### config.mk
export PLATFORM = sky130hd
export DESIGN_NAME = i2c_prog_loader
export DESIGN_NICKNAME = d
export VERILOG_FILES = /design/src/rtl/i2c_prog_pkg.sv /design/src/rtl/i2c_prog_loader.sv
export SDC_FILE = /design/constraint.sdc
export NUM_CORES = 1
export LEC_CHECK = 0
export ABC_AREA = 1
export BUFFER_PORTS_ARGS = -buffer_cell sky130_fd_sc_hd__buf_2
export CAP_MARGIN = 20
export CORE_ASPECT_RATIO = 1.5
export CORE_MARGIN = 8
export CORE_UTILIZATION = 50
export CTS_CLUSTER_SIZE = 30
export DETAILED_ROUTE_END_ITERATION = 7
export PLACE_DENSITY = 0.77
export SLEW_MARGIN = 20
export SYNTH_ARGS = -nofsm -noshare
export SYNTH_HDL_FRONTEND = slang
export SYNTH_SLANG_ARGS = --single-unit
### constraint.sdc
create_clock -name clk -period 1.7 [get_ports clk]
set_clock_uncertainty 0.15 [all_clocks]
set_input_delay 0.085 -clock clk [delete_from_list [all_inputs] [get_ports clk]]
set_output_delay 0.085 -clock clk [all_outputs]
set_load 0.05 [all_outputs]
### src/rtl/i2c_prog_pkg.sv
// Shared constants for the I2C program loader: command codes, FSM states, default width.
// Latency: n/a (declarations only).
// Backpressure: n/a.
package i2c_prog_pkg;

  localparam int PROG_ADDR_W = 4;

  localparam logic [7:0] CMD_LOAD = 8'h01;
  localparam logic [7:0] CMD_RUN  = 8'h02;
  localparam logic [7:0] CMD_HALT = 8'h03;

  typedef enum logic [2:0] {
    ST_IDLE  = 3'd0,
    ST_CMD   = 3'd1,
    ST_ADDR  = 3'd2,
    ST_DATA  = 3'd3,
    ST_DRAIN = 3'd4
  } state_t;

endpackage

### src/rtl/i2c_prog_loader.sv
// Decodes the I2C slave byte stream into program-memory writes and core run/halt control.
// Latency: mem_we one cycle after the data byte strobe; mem_addr increments the cycle after.
// Backpressure: none; the I2C byte rate is far below clk, every strobe is consumed or dropped.
module i2c_prog_loader
  import i2c_prog_pkg::*;
#(
  parameter int ADDR_W = PROG_ADDR_W,
  parameter int DATA_W = 8
) (
  input  logic              clk,
  input  logic              rst,
  input  logic              start_det,
  input  logic              stop_det,
  input  logic              addr_match,
  input  logic              rx_valid,
  input  logic [DATA_W-1:0] rx_data,
  output logic              mem_we,
  output logic [ADDR_W-1:0] mem_addr,
  output logic [DATA_W-1:0] mem_wdata,
  output logic              cpu_run,
  output logic              busy,
  output logic              err
);

  state_t state_q;
  state_t state_d;

  // Decoded one-cycle actions produced by the FSM for the datapath registers.
  logic set_run;
  logic clr_run;
  logic set_err;
  logic load_addr;
  logic write_byte;

  // Address byte carries bits above the memory depth.
  logic addr_overflow;
  assign addr_overflow = ((rx_data >> ADDR_W) != '0);

  // Last location written: the following increment wraps to zero.
  logic at_top;
  assign at_top = (mem_addr == '1);

  // State register.
  always_ff @(posedge clk or posedge rst) begin
    if (rst) begin
      state_q <= ST_IDLE;
    end else begin
      state_q <= state_d;
    end
  end

  // Next-state and command decode; bus events pre-empt any byte in the same cycle.
  always_comb begin
    state_d    = state_q;
    set_run    = 1'b0;
    clr_run    = 1'b0;
    set_err    = 1'b0;
    load_addr  = 1'b0;
    write_byte = 1'b0;
    if (stop_det) begin
      state_d = ST_IDLE;
    end else if (start_det) begin
      state_d = ST_CMD;
    end else begin
      case (state_q)
        ST_IDLE: begin
          state_d = ST_IDLE;
        end
        ST_CMD: begin
          if (rx_valid && addr_match) begin
            case (rx_data)
              CMD_LOAD: begin
                clr_run = 1'b1;
                state_d = ST_ADDR;
              end
              CMD_RUN: begin
                set_run = 1'b1;
                state_d = ST_DRAIN;
              end
              CMD_HALT: begin
                clr_run = 1'b1;
                state_d = ST_DRAIN;
              end
              default: begin
                set_err = 1'b1;
                state_d = ST_DRAIN;
              end
            endcase
          end
        end
        ST_ADDR: begin
          if (rx_valid) begin
            load_addr = 1'b1;
            set_err   = addr_overflow;
            state_d   = ST_DATA;
          end
        end
        ST_DATA: begin
          write_byte = rx_valid;
        end
        ST_DRAIN: begin
          state_d = ST_DRAIN;
        end
        default: begin
          state_d = ST_IDLE;
        end
      endcase
    end
  end

  // Write strobe, data capture and auto-incrementing address after each write.
  always_ff @(posedge clk or posedge rst) begin
    if (rst) begin
      mem_we    <= 1'b0;
      mem_addr  <= '0;
      mem_wdata <= '0;
    end else begin
      mem_we <= write_byte;
      if (write_byte) begin
        mem_wdata <= rx_data;
      end
      if (load_addr) begin
        mem_addr <= rx_data[ADDR_W-1:0];
      end else if (mem_we) begin
        mem_addr <= mem_addr + 1'b1;
      end
    end
  end

  // Core run control; reset leaves the core halted.
  always_ff @(posedge clk or posedge rst) begin
    if (rst) begin
      cpu_run <= 1'b0;
    end else if (set_run) begin
      cpu_run <= 1'b1;
    end else if (clr_run) begin
      cpu_run <= 1'b0;
    end
  end

  // Sticky error; an addressed START opens a fresh transaction and clears it.
  always_ff @(posedge clk or posedge rst) begin
    if (rst) begin
      err <= 1'b0;
    end else if (start_det && addr_match) begin
      err <= 1'b0;
    end else if (set_err || (mem_we && at_top)) begin
      err <= 1'b1;
    end
  end

  // Registered busy tracks the state register exactly.
  always_ff @(posedge clk or posedge rst) begin
    if (rst) begin
      busy <= 1'b0;
    end else begin
      busy <= (state_d != ST_IDLE);
    end
  end

endmodule

After elaboration in Yosys (flattened, before gate mapping)
Cells that the tools add are included.
{"block": "totals", "out_inout_bits": 16, "ff_bits": 19, "input_bits": 14, "elab_cells": 62}
{"block": "classes", "n_addsub": 1, "n_reduce_logical": 11, "muxes": 35, "eq_ne": 8}
{"op": "$mux 1", "count": 26}
{"op": "$eq 8x2->1 const B", "count": 2}
{"op": "$mux 3", "count": 5}
{"op": "$pmux 3 s4", "count": 1}
{"op": "$eq 8x1->1 const B", "count": 1}
{"op": "$mux 4", "count": 2}
{"op": "$reduce_bool 8->1", "count": 1}
{"op": "$eq 3x2->1 const B", "count": 2}
{"op": "$reduce_bool 2->1", "count": 3}
{"op": "$add 4x1->4 const B", "count": 1}
{"op": "$eq 4x4->1 const B", "count": 1}
{"op": "$eq 3x1->1 const B", "count": 1}
{"op": "$eq 3x3->1 const B", "count": 1}
{"op": "$logic_and 1x1->1", "count": 3}
{"op": "$reduce_bool 3->1", "count": 1}
{"op": "$reduce_or 3->1", "count": 1}
{"op": "$pmux 1 s2", "count": 1}
{"op": "$reduce_or 2->1", "count": 1}
{"op": "$logic_or 1x1->1", "count": 1}

Logic depth before layout (Yosys ltp)
{"block": "logic_depth", "depth_word": 10, "mapped_depth": 8}

Worst setup path before layout
OpenSTA, ideal clock, no wires.
{"block": "synth_path", "kind": "register to register", "start": "reg mem_addr[0]", "end": "reg err", "t_arrival_ns": 1.259, "setup_time_ns": 0.077, "slack_ns": 0.214, "path_buffers": 0, "required_ns": 1.473, "path_stages_with_launch": 6, "synth_period_minus_slack_ns": 1.486, "path_cell_list": "dfrtp_1 > ha_1 > nand2_1 > nor2_1 > a21oi_1 > a21oi_1"}
{"block": "synth_via", "elab_chain_len": 4}
{"item": "start: declaration", "line_no": "i2c_prog_loader.sv:18", "rtl": "output logic [ADDR_W-1:0] mem_addr,"}
{"item": "start signal: assignment", "line_no": "i2c_prog_loader.sv:123", "rtl": "mem_addr <= rx_data[ADDR_W-1:0];"}
{"item": "start signal: assignment", "line_no": "i2c_prog_loader.sv:125", "rtl": "mem_addr <= mem_addr + 1'b1;"}
{"item": "$eq 4x4->1", "line_no": "i2c_prog_loader.sv:41", "rtl": "assign at_top = (mem_addr == '1);"}
{"item": "$logic_and 1x1->1", "line_no": "i2c_prog_loader.sv:147", "rtl": "end else if (set_err || (mem_we && at_top)) begin"}
{"item": "$logic_or 1x1->1", "line_no": "i2c_prog_loader.sv:147"}
{"item": "$reduce_bool 2->1 (no line)"}
{"item": "end signal: assignment", "line_no": "i2c_prog_loader.sv:144", "rtl": "err <= 1'b0;"}
{"item": "end signal: assignment", "line_no": "i2c_prog_loader.sv:146", "rtl": "err <= 1'b0;"}
{"item": "end signal: assignment", "line_no": "i2c_prog_loader.sv:148", "rtl": "err <= 1'b1;"}
{"item": "end: declaration", "line_no": "i2c_prog_loader.sv:22", "rtl": "output logic err"}
Every way passes these cells.
A chain may end at the register's enable or synchronous reset.

Worst setup path after layout
{"block": "layout_path", "start": "reg state_q[1]", "end": "reg cpu_run"}
{"block": "layout_via", "elab_chain_len": 5}
{"item": "start: declaration", "line_no": "i2c_prog_loader.sv:25", "rtl": "state_t state_q;"}
{"item": "start signal: assignment", "line_no": "i2c_prog_loader.sv:48", "rtl": "state_q <= state_d;"}
{"item": "$eq 3x1->1 *", "line_no": "i2c_prog_loader.sv:65", "rtl": "case (state_q)"}
{"item": "$mux 1", "line_no": "i2c_prog_loader.sv:65"}
{"item": "$mux 1", "line_no": "i2c_prog_loader.sv:62", "rtl": "end else if (start_det) begin"}
{"item": "$mux 1", "line_no": "i2c_prog_loader.sv:60", "rtl": "if (stop_det) begin"}
{"item": "$mux 1 or $reduce_bool 2->1 (tied branches)"}
{"item": "end signal: assignment", "line_no": "i2c_prog_loader.sv:133", "rtl": "cpu_run <= 1'b0;"}
{"item": "end signal: assignment", "line_no": "i2c_prog_loader.sv:135", "rtl": "cpu_run <= 1'b1;"}
{"item": "end signal: assignment", "line_no": "i2c_prog_loader.sv:137", "rtl": "cpu_run <= 1'b0;"}
{"item": "end: declaration", "line_no": "i2c_prog_loader.sv:20", "rtl": "output logic cpu_run,"}
Every way passes the cells marked *; elsewhere a longest branch is shown, timed or not.

==> results.tsv <==
metric	value	unit
dp_slack	0.2704	ns
path_clk_slew	0.11	ns
setup_viol	0	
dieArea	3872	um2
placed_cells	184	
rr_startpoint	state_q[1]	
met3_usage	3.272	%
dr_total_vias	1032	
path_depth	6	
finalNonFillerCells	202	
slew_viol_final	0	
yosysWarningCount	0	
cellPowerDensity	607.8	nW/um2
fmax	637.1	MHz
grt_overflow	0	
ys_top_cells_by_area	dfrtp_1 45%, nand2_1 13%, inv_1 8.2%	
fin_setup_tns	0	ns
grt.total_usage	15.48	%
max_stage_delay	0.46	ns
diodes	0	
core_area	2027	um2
drt-vias-per-instance	5.109	
synth-async-reset-ratio	100.0	%
synth_fp_nets	150	
yosysTopAreaCellShare	44.97	%
dieWidth	53.55	um
numPortBuffers	29	
syn_area_per_cell	7.832	um2
fin_nets	196	
synth_most_common_cell	nand2_1	
dr.pass1.iters	5	
syn_to_final_growth	29.94	%
rsz0062_at_grt	false	
outcome	complete, no violations	
cts_resized	0	
rows	20	
startpoint_type	register	
reg2reg_depth	6	
cp-end-kind	register	
grt_pass1_vias	1002	
post_cts_buffers	0	
drtIter0Drc	37	
cp_max_fo	5	
slew_headroom	52.41	%
synth-edff-count	0	
cts.sinks	19	
p_leak	0.7671	nW
numCtsBuffers	3	
hold_violations	0	
cts-root-buf	clkbuf_4	
tightest_slew	0.7131	ns
post_drt_wl_per_cell	13.22	um
use_met2	25.92	%
crit_slowest_cell	dfrtp_1	
worstSetupEndpoint	cpu_run	
cp-startpoint	state_q[1]	
synth.largest_area_cell	dfrtp_1	
io_pins	30	
netlist_instances	135	
ys_seq_elements	19	
hp-class	in2async	
r2r_end	cpu_run	
cts_max_path_buffers	2	
post-route-min-period	1.570	ns
cts_max_level	1	
dpl.hpwl	1.865	mm
start_util	52.16	%
cap_violations	0	
gp_congestion	0.9768	
vdd_drop_max	0.5577	mV
drive_gt1_share	24.44	%
worstSetupPathType	reg2reg	
insertion_delay	0.31	ns
die_y	72.32	um
r2r_slack	0.13	ns
antenna_found_initial	0	
arrival	1.63	ns
busiest_layer	met2	
routed_wl	2.670	mm
yosysUniqueCellTypes	18	
tritoncts	done	
use_met1	16.26	%
drc	0	
cpLargestDelayFamily	flip-flops	
ys.flop_type	dfrtp_1	
worstPathCellList	inv_1 > nand3_1 > nor2_1 > nand2_1 > o21ai_0 > o31ai_1	
grt_pass1_wl	4.498	mm
seq_area_frac_synth	44.97	%
ant_nets	0	
crit_buf_inv	1	
netlist_top_cells_count	36 x nand2_1, 23 x inv_1, 19 x dfrtp_1, 16 x nor2_1, 13 x nand3_1	
grt_max_degree	20	
worst-endpoint-required	1.76	ns
period_share	92.33	%
syn-cell-area	1057	um2
fin_ws	0.1303	ns
area by class of cell:
type	instances	area, um2
inverter	24	90.09
sequential	19	475.5
timing repair buffer	43	285.3
clock buffer	4	26.28
tap	22	27.53
fill	149	653.1
multi-input combinational	90	469.2
layer usage:
metal,vias up,wire length [um]
li1,510,-
met1,474,985
met2,44,1431
met3,4,181
met4,0,71
met5,-,0
worst reg2reg max path, delay by kind of cell (launching register included):
kind | cells | cell delay, ns
AND/OR/NAND/NOR | 3 | 0.47
flip-flops | 1 | 0.46
buffers and inverters | 1 | 0.14
AO/OA/AOI/OAI | 2 | 0.25
worst min-delay path by stage:
stage	slack (ns)	start	cells past startpoint	endpoint
after floorplan	-0.11	rst	1	busy
after global placement	0.07	rst	2	mem_wdata[3]
after detailed placement	0.09	rst	2	mem_wdata[3]
after CTS	0.29	rst	3	mem_addr[1]
after global routing	0.34	rst	3	mem_addr[1]
final	0.27	rst	3	mem_addr[1]
power by group:
group          internal, W  switching (W)  leakage, nW
Combinational    0.0000517      0.0000805        0.500
Clock            0.0000919       0.000148       0.0150
Sequential        0.000458     0.00000440        0.252
Total             0.000602       0.000233        0.767
registers in the layout, summed over array words and instances (netlist names):
signal and cells:
mem_we 1, cpu_run 1, mem_wdata 8, state_q 3
mem_addr 4, err 1, busy 1
placed cells by master (no fill, tap or decap):
cell / instances
inv_2: 1
o211ai_1: 3
clkbuf_1: 1
ha_1: 1
nor2_1: 16
o21ai_0: 3
o31ai_1: 1
nand2_1: 36
a21oi_1: 2
o21ai_2: 8
nor2_8: 1
nor2_2: 1
dlygate4sd3_1: 14
o21ai_1: 2
clkbuf_4: 3
dfrtp_1: 19
buf_2: 29
nand3_1: 13
xnor2_1: 2
inv_1: 23
nand3_4: 1
metrics by stage:
| stage | area [um2] | power, W | util, % | hold WS (ns) |
|---|---|---|---|---|
| 2_1_floorplan | 1057 | 0.0005402 | - | -0.1139 |
| 3_3_place_gp | 1207 | 0.0005749 | 59.57 | 0.07306 |
| 3_5_place_dp | 1207 | 0.0005773 | 59.57 | 0.08508 |
| 4_1_cts | 1374 | 0.0008398 | 67.78 | 0.2852 |
| 5_1_grt | 1374 | 0.0008752 | 67.78 | 0.3432 |
| 6_report | 1374 | 0.0008350 | 67.78 | 0.2659 |
repair_timing:
action / CTS / global route
setup endpoints to repair: 0 / 0
hold buffers: 14 / 0
endpoints found under the hold margin: 35 / 0
kinds of logic (layout without fill, tap and decap cells):
kind of cell / after synthesis / after routing / synth area share, %
xor+xnor: 2 / 2 / 1.657
flops: 19 / 19 / 44.97
buf+inv: 26 / 71 / 10.65
fa+ha+maj: 1 / 1 / 1.183
simple gates: 68 / 68 / 28.76
compound gates: 19 / 19 / 12.78
(Power assumes the default switching activity.)
